<file path="config.mk">
export PLATFORM = sky130hd
export DESIGN_NAME = adder_result_buf
export DESIGN_NICKNAME = d
export VERILOG_FILES = /design/src/rtl/adder_pkg.sv /design/src/rtl/adder_result_mem.sv /design/src/rtl/adder_result_buf.sv
export SDC_FILE = /design/constraint.sdc
export NUM_CORES = 1
export LEC_CHECK = 0
export CORE_MARGIN = 2
export CORE_UTILIZATION = 30
export DETAILED_ROUTE_END_ITERATION = 12
export GPL_TIMING_DRIVEN = 0
export PLACE_DENSITY_LB_ADDON = 0.25
export SYNTH_ARGS = -nofsm -noshare
export SYNTH_HDL_FRONTEND = slang
export SYNTH_SLANG_ARGS = --single-unit
</file>
<file path="constraint.sdc">
create_clock -name clk -period 2.5 [get_ports clk]
set_input_delay 0.5 -clock clk [delete_from_list [all_inputs] [get_ports clk]]
set_output_delay 0.5 -clock clk [all_outputs]
set_load 0.05 [all_outputs]
</file>
<file path="src/rtl/adder_pkg.sv">
// Shared types for the adder result path: operand width and the stored result word.
package adder_pkg;

  localparam int ADD_W = 8;

  typedef struct packed {
    logic             carry;
    logic [ADD_W-1:0] sum;
  } add_result_t;

endpackage

</file>
<file path="src/rtl/adder_result_mem.sv">
// DEPTH-entry register array of adder results: one write port, one async read port,
// asynchronous clear so no stale entry is visible after reset.
module adder_result_mem
  import adder_pkg::*;
#(
  parameter int DEPTH = 4,
  localparam int AW   = $clog2(DEPTH)
) (
  input  logic          clk,
  input  logic          rst,
  input  logic          we_i,
  input  logic [AW-1:0] waddr_i,
  input  add_result_t   wdata_i,
  input  logic [AW-1:0] raddr_i,
  output add_result_t   rdata_o
);

  add_result_t mem_q [DEPTH];

  // Storage write; every entry cleared on reset.
  always_ff @(posedge clk or posedge rst) begin
    if (rst) begin
      for (int i = 0; i < DEPTH; i++) begin
        mem_q[i] <= '0;
      end
    end else if (we_i) begin
      mem_q[waddr_i] <= wdata_i;
    end
  end

  assign rdata_o = mem_q[raddr_i];

endmodule

</file>
<file path="src/rtl/adder_result_buf.sv">
// Capture stage for the 8-bit adder: samples {carry,sum} on in_valid, buffers them
// in a show-ahead FIFO for a valid/ready consumer, and keeps saturating counts of
// carry-out results and of results dropped because the buffer was full.
module adder_result_buf
  import adder_pkg::*;
#(
  parameter int WIDTH = ADD_W,
  parameter int DEPTH = 4,
  parameter int CNT_W = 8,
  localparam int AW   = $clog2(DEPTH),
  localparam int CW   = $clog2(DEPTH) + 1
) (
  input  logic             clk,
  input  logic             rst,
  input  logic             in_valid,
  input  logic [WIDTH-1:0] in_sum,
  input  logic             in_carry,
  output logic             in_ready,
  output logic             out_valid,
  output logic [WIDTH-1:0] out_sum,
  output logic             out_carry,
  input  logic             out_ready,
  output logic [CW-1:0]    count,
  output logic [CNT_W-1:0] carry_cnt,
  output logic [CNT_W-1:0] drop_cnt
);

  localparam logic [CW-1:0] FULL_CNT = CW'(DEPTH);

  function automatic logic [CNT_W-1:0] sat_inc(input logic [CNT_W-1:0] v);
    return (&v) ? v : v + 1'b1;
  endfunction

  logic [AW-1:0]    wr_ptr_q, wr_ptr_d;
  logic [AW-1:0]    rd_ptr_q, rd_ptr_d;
  logic [CW-1:0]    count_q, count_d;
  logic [CNT_W-1:0] carry_cnt_q, carry_cnt_d;
  logic [CNT_W-1:0] drop_cnt_q, drop_cnt_d;
  logic             push, pop;
  add_result_t      wr_word, rd_word;

  // Handshake flags come only from the registered count, so there is no in->out path.
  assign in_ready  = (count_q != FULL_CNT);
  assign out_valid = (count_q != '0);
  assign push      = in_valid & in_ready;
  assign pop       = out_valid & out_ready;

  assign wr_word.carry = in_carry;
  assign wr_word.sum   = in_sum;

  adder_result_mem #(
    .DEPTH (DEPTH)
  ) u_mem (
    .clk     (clk),
    .rst     (rst),
    .we_i    (push),
    .waddr_i (wr_ptr_q),
    .wdata_i (wr_word),
    .raddr_i (rd_ptr_q),
    .rdata_o (rd_word)
  );

  assign out_sum   = rd_word.sum;
  assign out_carry = rd_word.carry;
  assign count     = count_q;
  assign carry_cnt = carry_cnt_q;
  assign drop_cnt  = drop_cnt_q;

  // Next-state for pointers, occupancy and the saturating statistics counters.
  always_comb begin
    wr_ptr_d    = wr_ptr_q;
    rd_ptr_d    = rd_ptr_q;
    count_d     = count_q;
    carry_cnt_d = carry_cnt_q;
    drop_cnt_d  = drop_cnt_q;
    if (push) begin
      wr_ptr_d = wr_ptr_q + AW'(1);
      if (in_carry) begin
        carry_cnt_d = sat_inc(carry_cnt_q);
      end
    end
    if (pop) begin
      rd_ptr_d = rd_ptr_q + AW'(1);
    end
    if (in_valid && !in_ready) begin
      drop_cnt_d = sat_inc(drop_cnt_q);
    end
    case ({push, pop})
      2'b10:   count_d = count_q + CW'(1);
      2'b01:   count_d = count_q - CW'(1);
      default: count_d = count_q;
    endcase
  end

  // Control state registers; asynchronous clear discards everything in flight.
  always_ff @(posedge clk or posedge rst) begin
    if (rst) begin
      wr_ptr_q    <= '0;
      rd_ptr_q    <= '0;
      count_q     <= '0;
      carry_cnt_q <= '0;
      drop_cnt_q  <= '0;
    end else begin
      wr_ptr_q    <= wr_ptr_d;
      rd_ptr_q    <= rd_ptr_d;
      count_q     <= count_d;
      carry_cnt_q <= carry_cnt_d;
      drop_cnt_q  <= drop_cnt_d;
    end
  end

endmodule

</file>
# Yosys cells after proc, flatten, opt, wreduce, memory -nomap -nowiden
# Index checks and enable logic that the tools add are counted.
dict set report op_classes {
  add_sub_neg 6
  multipliers 0
  n_div 0
  order_cmp 3
  n_eq_ne 3
  shift 0
  n_mux 7
  bitwise 6
  reduce_logical 9
}
# operator count
set ops {}
lappend ops {{bitwise mux 36 bit} 1}
lappend ops {{2-to-1 mux 9 bit} 3}
lappend ops {{binary-select mux 9 bit (select 2 bit)} 1}
lappend ops {{demux 9 bit (select 2 bit)} 1}
lappend ops {{adder 8 x 1 -> 8 bit (second input constant)} 2}
lappend ops {{AND reduction 8 bit} 2}
lappend ops {{greater-or-equal comparator 3 bit (second input constant)} 2}
lappend ops {{NOT 2 -> 3 bit} 2}
lappend ops {{one-hot mux 3 bit (2 select lines)} 1}
lappend ops {{adder 2 x 1 -> 2 bit (second input constant)} 2}
lappend ops {{adder 3 x 1 -> 3 bit (second input constant)} 1}
lappend ops {{less-than comparator 3 x 1 -> 1 bit (second input constant)} 1}
lappend ops {{!= test 3 bit (second input constant)} 1}
lappend ops {{AND reduction 3 bit} 1}
lappend ops {{nonzero test 3 bit} 1}
lappend ops {{subtractor 3 x 1 -> 3 bit (second input constant)} 1}
lappend ops {{AND 1 bit} 2}
lappend ops {{== test 2 x 1 -> 1 bit (second input constant)} 1}
lappend ops {{== test 2 bit (second input constant)} 1}
lappend ops {{logical AND 1 bit} 2}
lappend ops {{NOT 1 bit} 2}
lappend ops {{AND reduction 2 bit} 1}
lappend ops {{nonzero test 2 bit} 1}
lappend ops {{logical NOT 1 bit} 1}
dict set report word_totals {
  reg_bits 59
  latch_bits 0
  ramBits 0
  romBits 0
  input_bits 13
  out_inout_bits 30
  elab_cells 47
  memories 0
}

# Logic depth before layout (Yosys ltp)
# Gate-level depths: netlist (run 1).
dict set report logic_depth {
  ltp_word 6
  mapped_depth 10
  ltp_nobuf 9
}

# By module
# A second synthesis (run 1) with hierarchy kept.
dict set report hier_totals {
  hier_cells 185
  area_unflattened_um2 2673.8
}
# module n_inst cells_per_inst area_per_inst_um2 seq_area_each_um2
set modules_own_cells {}
lappend modules_own_cells {adder_result_mem 1 89 1574.0 900.9}
lappend modules_own_cells {adder_result_buf 1 96 1099.8 575.6}

# Worst setup path before layout (run 1)
# OpenSTA, ideal clock, no wires.
dict set report synth_timing {
  kind {reg2reg}
  from {reg count_q[0] (netlist: count[0])}
  to {reg count_q[2] (netlist: count[2])}
  setup_time_ps 82
  t_arrival_ps 2416
  required_ps 2418
  path_slack_ps 2
  path_stages_with_launch 9
  path_buffers 0
  period_less_slack_ps 2498
  cell_sequence {dfrtp_1 -> or3_1 -> and2_1 -> ha_1 -> inv_1 -> fa_1 -> xor2_1 -> nor2_1 -> xor2_1}
}
dict set report synth_between {
  elab_chain_len 4
  word_cells_on_any_way 10
  classes_between {2 x add/sub; 3 x eq/ne; 1 x mux; 2 x bitwise; 2 x reduce/logical}
}
# item line_no
set synth_rtl {}
lappend synth_rtl {{start: declaration} adder_result_buf.sv:36} ;# logic [CW-1:0] count_q, count_d;
lappend synth_rtl {{start signal: assignment} adder_result_buf.sv:106} ;# count_q <= count_d;
lappend synth_rtl {{nonzero test 3 bit *} adder_result_buf.sv:44} ;# assign out_valid = (count_q != '0);
lappend synth_rtl {{via out_valid} adder_result_buf.sv:19} ;# output logic out_valid,
lappend synth_rtl {{AND 1 bit *} adder_result_buf.sv:46} ;# assign pop = out_valid & out_ready;
lappend synth_rtl {{via pop} adder_result_buf.sv:39} ;# logic push, pop;
lappend synth_rtl {{== test 2 x 1 -> 1 bit / == test 2 bit (equally long branches)} adder_result_buf.sv:88} ;# case ({push, pop})
lappend synth_rtl {{one-hot mux 3 bit (2 select lines) / nonzero test 2 bit (equally long branches)} --}
# The timed path passes the listed nets; every way through them passes the cells marked *.
# A chain may end at the register's enable or synchronous reset.

# Worst setup path in the final report (run 1)
dict set report layout_timing {
  from {reg count_q[0] (netlist: count[0])}
  to {out out_valid}
}
dict set report layout_between {
  elab_chain_len 1
}
# item line_no
set layout_rtl {}
lappend layout_rtl {{nonzero test 3 bit} adder_result_buf.sv:44}
lappend layout_rtl {{end: declaration} adder_result_buf.sv:19}
# Every way passes these cells.

==> results of run 1 <==
[per-stage QoR]
stage	TNS, ns	hold WS [ns]
final	0	0.5016
after global routing	0	0.5138
after CTS	0	0.5036
after detailed placement	-0.03491	0.4869
after global placement	-38.48	0.4835
after floorplan	0	0.4739
[synthesized netlist by cell type, drive strengths merged]
master and n:
a21boi 1, a21oi 4, a31oi 2, and2 2, and3 3, and4 3, buf 4, dfrtp 59
fa 1, ha 7, inv 8, mux2 43, mux2i 1, mux4 9, nand2 15, nand2b 2
nand3 6, nand4 2, nor2 5, nor2b 1, nor3 1, nor3b 3, o21a 1, o21ai 1
o31a 1, or3 1, xnor2 5, xor2 7
[path summary, 6_finish.rpt]
check                           startpoint              end  slack (ns)  cells after the start
min in group asynchronous              rst  u_mem.mem_q[23]        0.53                      2
hold / removal             u_mem.mem_q[17]  u_mem.mem_q[17]        0.50                      1
setup / recovery                  count[0]        out_valid        0.11                      2
hold reg to reg            u_mem.mem_q[17]  u_mem.mem_q[17]        0.50                      1
setup reg to reg                  count[0]         count[2]        0.23                     10
max in group asynchronous              rst   u_mem.mem_q[4]        1.40                      3
[repair_timing]
item | in CTS | in global routing
gates resized for setup | 11 | 5
endpoints found under the setup margin | 10 | 7
setup buffers | 0 | 0
endpoints found under the hold margin | 0 | 0
[final cells by class]
cell class / instances / share of cell area
clock inverters: 7 / 0.02793
flip-flops and latches: 59 / 0.4120
repair buffers: 43 / 0.1173
inverters: 8 / 0.008380
well taps: 111 / 0.03876
clock buffers: 9 / 0.03457
plain buffers: 4 / 0.01047
multi-input cells: 127 / 0.3506
[metal layers]
layer  part of all wire  up-vias  routed length [microns]  track usage
li1                   -      816                        -            -
met1               0.49      844                     2624       0.1598
met2               0.44       40                     2382       0.1709
met3              0.059        5                      320      0.04785
met4              0.012        0                       63      0.03793
met5                  0        -                        0            0
[sequential cells by signal (all words and copies together), names as in the netlist]
| name | flops |
|---|---|
| u_mem.mem_q | 36 |
| wr_ptr_q | 2 |
| drop_cnt | 8 |
| count | 3 |
| carry_cnt | 8 |
| rd_ptr_q | 2 |
[power groups by stage]
stage / combinational, mW / sequential, mW / clock (mW)
5_1_grt: 2.91 / 1.78 / 1.06
4_1_cts: 2.78 / 1.71 / 1.01
6_report: 2.74 / 1.71 / 0.966
3_3_place_gp: 2.86 / 1.72 / 0
2_1_floorplan: 1.78 / 2.02 / 0
3_5_place_dp: 2.89 / 1.72 / 0
[kinds of logic after synthesis]
logic type / count (synthesis) / share of synthesized area
xor gates and xnor gates: 12 / 0.03760
adders and majority gates: 8 / 0.03849
DFF: 59 / 0.5282
and+or+nand+nor: 44 / 0.08998
buffers and inverters: 12 / 0.02238
AOI/OAI and AO/OA: 10 / 0.02193
muxes: 53 / 0.2614
==> metrics.cfg, run 1 <==
[status]
outcome=completed

[cts]
clock_path_buffers=2
htree_levels=3
clk_latency_ns=0.33
cts_hold_buf=0
cts_root_buffer=clkbuf_8
clock-sinks=59
cts_tree=built
cts_buffers=9
clk_pin_slew_ns=0.07

[place]
io_buffers=42
place_area_sq_um=3374
dp_hpwl_mm=3.571
place_ws_ns=-0.03491
place_congestion=0.7666
dp.cells=352

[floorplanning]
fp.dieH_microns=100.5
rows=35
die_area_sq_um=10110
io_pins=43
core_area_sq_um=9153
fp.dieW_microns=100.5
start_util=0.3054

[logic_synthesis]
yosysSeqAreaShare=0.5282
synth_nets=219
avgSynthCellArea_sq_um=14.12
syn_inst=198
synth_top_area_cell=dfrtp_1
ys_seq_elements=59
ys_types=33
synth_top_area_frac=0.5282
synth_top_cells_by_area=dfrtp_1 53%, mux2_2 14%, mux4_2 7.3%
synth_warnings=0
syn_area_sq_um=2795

[global_routing]
antenna_found_initial=0
grtUsageTotal=0.1174
grt_start_max_net_pins=38
grt_pass1_wl_mm=8.976
gr-total-overflow=0
grt_pass1_vias=1755

[flow_run]
cap_violations=0

[routing]
post-route-drc-count=0
vias_per_cell=4.633
ant_nets=0
via_count=1705
firstDrtPassIters=4
wl_per_cell_microns=14.65
first_iter_violations=57
finalWirelength_mm=5.390

[critical_path]
cp.arrival_ns=1.89
cp_top_family=buffers and inverters
endpoint_kind=output pin
critical_path.max_stage_delay_ns=0.71
cp-start-kind=register
worstPathCellList=or3_1, clkdlybuf4s50_1
cp_slowest_cell=clkdlybuf4s50_1
worst-endpoint-required_ns=2.00
path_max_fanout=5
critPathBufInv=1
critPathKind=register to output pin

[pwr]
p_switching_mw=2.298
p_int_mw=3.116
p_total_mw=5.413
clockPowerShare=0.178
ir_worst_vdd_mv=0.7602
swShare=0.4245
p_per_area_nw_per_um2=1511
p_leak_nw=1.547
pwr-share-comb=0.506
pwr-share-seq=0.316

[timing]
max_slew_margin=0.6407
timing.final.ws_setup_ns=0.1097
min_period_ns=2.390
fmax_ghz=0.4184
rsz0062_at_grt=false
skew_ns=0.008576
tightest_slew_ns=0.5382
finalCritPeriodShare=0.9561
setup_viol=0
hold_viol=0
maxSlewViolCount=0

[cells_and_area]
nets=273
final_cell_mix=59 x dfrtp_1, 34 x mux2_2, 32 x clkdlybuf4s50_1
final_common_cell=dfrtp_1
area_growth_pct=28.20
antenna_cells=0
final_cells=368
num-fill-cells=878
drive_gt1_frac=0.3191
seqCellArea_sq_um=1476
final_util=0.3915
fin_area_sq_um=3583
multi_input_area_sq_um=1256

[min_path]
min-delay-path-class=register to register

Note: power is estimated with default switching activity, not from simulation.
==> inputs of run 2 (changes only) <==
- CELL_PAD_IN_SITES_DETAIL_PLACEMENT: default -> 1
- CELL_PAD_IN_SITES_GLOBAL_PLACEMENT: default -> 1
==> metrics.cfg, run 2 (synthesized netlist as in run 1, its figures left out) <==
[critical_path]
r2r_start=count[0]
cp-start-kind=register
cp_slowest_cell=mux4_2
rrSetupSlack_ns=0.25  ; +0.02 ns
worstPathCellList=buf_4, mux4_2, dlygate4sd2_1
worstRegToRegCells=10  ; unchanged
worst-endpoint-required_ns=2.00  ; about the same
critical_path.max_stage_delay_ns=0.54  ; -0.17 ns
cp_top_family=buffers and inverters
path_max_fanout=10  ; +5
critPathBufInv=2  ; +1
cp.arrival_ns=1.91  ; +0.02 ns
critPathKind=register to output pin
endpoint_kind=output pin
setup.worst_path.start=rd_ptr_q[0]
crit-reg2reg-capture=count[2]

[cts]
cts_root_buffer=clkbuf_8
clock_path_buffers=2  ; unchanged
clock-sinks=59  ; unchanged
cts_hold_buf=0  ; unchanged
cts_buffers=9  ; unchanged
clk_pin_slew_ns=0.06  ; about the same
clk_latency_ns=0.33  ; about the same
cts_tree=built
htree_levels=3  ; unchanged

[timing]
fmax_ghz=0.4143  ; -0.97%
hold_viol=0  ; unchanged
setup_viol=0  ; unchanged
skew_ns=0.007184  ; -0.001392 ns
tightest_slew_ns=0.7348  ; +0.1967 ns
timing.final.ws_setup_ns=0.08627  ; -0.02344 ns
finalCritPeriodShare=0.9655  ; +0.009374
min_period_ns=2.414  ; +0.02344 ns
rsz0062_at_grt=false
maxSlewViolCount=0  ; unchanged
max_slew_margin=0.5094  ; -0.1313

[routing]
post-route-drc-count=0  ; unchanged
finalWirelength_mm=5.820  ; +8.0%
ant_nets=0  ; unchanged
wl_per_cell_microns=15.86  ; +8.3%
firstDrtPassIters=4  ; unchanged
vias_per_cell=4.804  ; +3.7%
via_count=1763  ; +3.4%
first_iter_violations=43  ; -25%

[global_routing]
grtUsageTotal=0.1309  ; +0.01349
gr-total-overflow=0  ; unchanged
grt_pass1_wl_mm=9.984  ; +11%
grt_pass1_vias=1929  ; +9.9%
grt_start_max_net_pins=34  ; -11%
antenna_found_initial=0  ; unchanged

[status]
outcome=completed

[floorplanning]
die_area_sq_um=10110  ; unchanged
start_util=0.3054  ; unchanged
io_pins=43  ; unchanged
rows=35  ; unchanged
core_area_sq_um=9153  ; unchanged
fp.dieH_microns=100.5  ; unchanged
fp.dieW_microns=100.5  ; unchanged

[cells_and_area]
multi_input_area_sq_um=1256  ; unchanged
antenna_cells=0  ; unchanged
drive_gt1_frac=0.3086  ; -0.01047
final_common_cell=dfrtp_1
seqCellArea_sq_um=1476  ; unchanged
final_cell_mix=59 x dfrtp_1, 34 x mux2_2, 32 x clkdlybuf4s50_1
largest_reg_flops=36  ; unchanged
area_growth_pct=28.29  ; about the same
num-fill-cells=967  ; +10%
nets=273  ; unchanged
top_register=u_mem.mem_q
fin_area_sq_um=3586  ; about the same

[place]
place_area_sq_um=3374  ; unchanged
io_buffers=42  ; unchanged
dp_hpwl_mm=3.907  ; +9.4%
place_congestion=0.7171  ; -6.5%
place_ws_ns=-0.01388  ; +0.02103 ns

[min_path]
hold_path_depth=1  ; unchanged
hp-start=u_mem.mem_q[17]
holdPathEnd=u_mem.mem_q[17]
min-delay-path-class=register to register

[pwr]
ir_worst_vdd_mv=0.7249  ; -4.7%
p_total_mw=5.447  ; +0.61%
p_leak_nw=1.565  ; +1.1%
p_per_area_nw_per_um2=1519  ; +0.54%

[flow_run]
cap_violations=0  ; unchanged

-- run 2: changes by cell type in the layout (fill, tap and decap cells not counted), sizes merged --
cell | previous run | this run
clkinvlp | 3 | 1
dlygate4sd2 | 8 | 9
clkinv | 1 | 2
clkbuf | 12 | 10
dlymetal6s2s | 0 | 1
buf | 4 | 5
inv | 9 | 8
-- run 2: layer usage --
| metal | wire [microns] | GRT usage | part of all wire | up-vias |
|---|---|---|---|---|
| li1 | - | - | - | 814 |
| met5 | 0 | 0 | 0 | - |
| met2 | 2765 | 0.2050 | 0.48 | 38 |
| met3 | 226 | 0.04230 | 0.039 | 10 |
| met1 | 2729 | 0.1705 | 0.47 | 901 |
| met4 | 98 | 0.04742 | 0.017 | 0 |
-- run 2: per-stage QoR --
step	TNS (ns)	hold slack, ns	utilization	std cells
after floorplan	0	0.4739	-	198
after global placement	-42.73	0.4840	0.3665	351
after detailed placement	-0.01388	0.4908	0.3687	352
after CTS	0	0.5061	0.3915	367
after global routing	0	0.5163	0.3918	367
final	0	0.5015	0.3918	367
-- run 2: power by group --
part | internal, mW | switching [mW] | total, mW
registers | 1.40 | 0.317 | 1.72
logic | 1.17 | 1.60 | 2.77
clock network | 0.579 | 0.377 | 0.957
total | 3.15 | 2.29 | 5.45
-- run 2: worst reg2reg max path: stages (launching register included) --
cell and delay (ns):
dfrtp_1 0.45, nor3b_4 0.41, nor2b_2 0.09, buf_6 0.15, inv_1 0.06, ha_1 0.17, inv_1 0.06, fa_1 0.37
xor2_1 0.15, nor2_1 0.12, xor2_1 0.15
-- run 2: how the worst max path moves through the flow --
stage | endpoint | slack, ns | cells past startpoint
2_1_floorplan | count[2] | 0.002 | 8
3_3_place_gp | u_mem.mem_q[25] | -0.73 | 2
3_5_place_dp | count[2] | -0.01 | 10
4_1_cts | out_carry | 0.03 | 3
5_1_grt | out_sum[6] | 0.003 | 3
6_report | out_sum[6] | 0.09 | 3
-- run 2: area by class of cell --
type / count / area share
inverter: 8 / 0.008374
buffer: 4 / 0.01047
clock buffer: 10 / 0.03838
timing repair buffer: 43 / 0.1204
tap: 111 / 0.03873
sequential: 59 / 0.4117
clock inverter: 5 / 0.02163
multi-input combinational: 127 / 0.3503
-- run 2: what timing repair did --
item,CTS,global route
resized for setup,11,1
setup endpoints to repair,10,1
buffers inserted,0,0
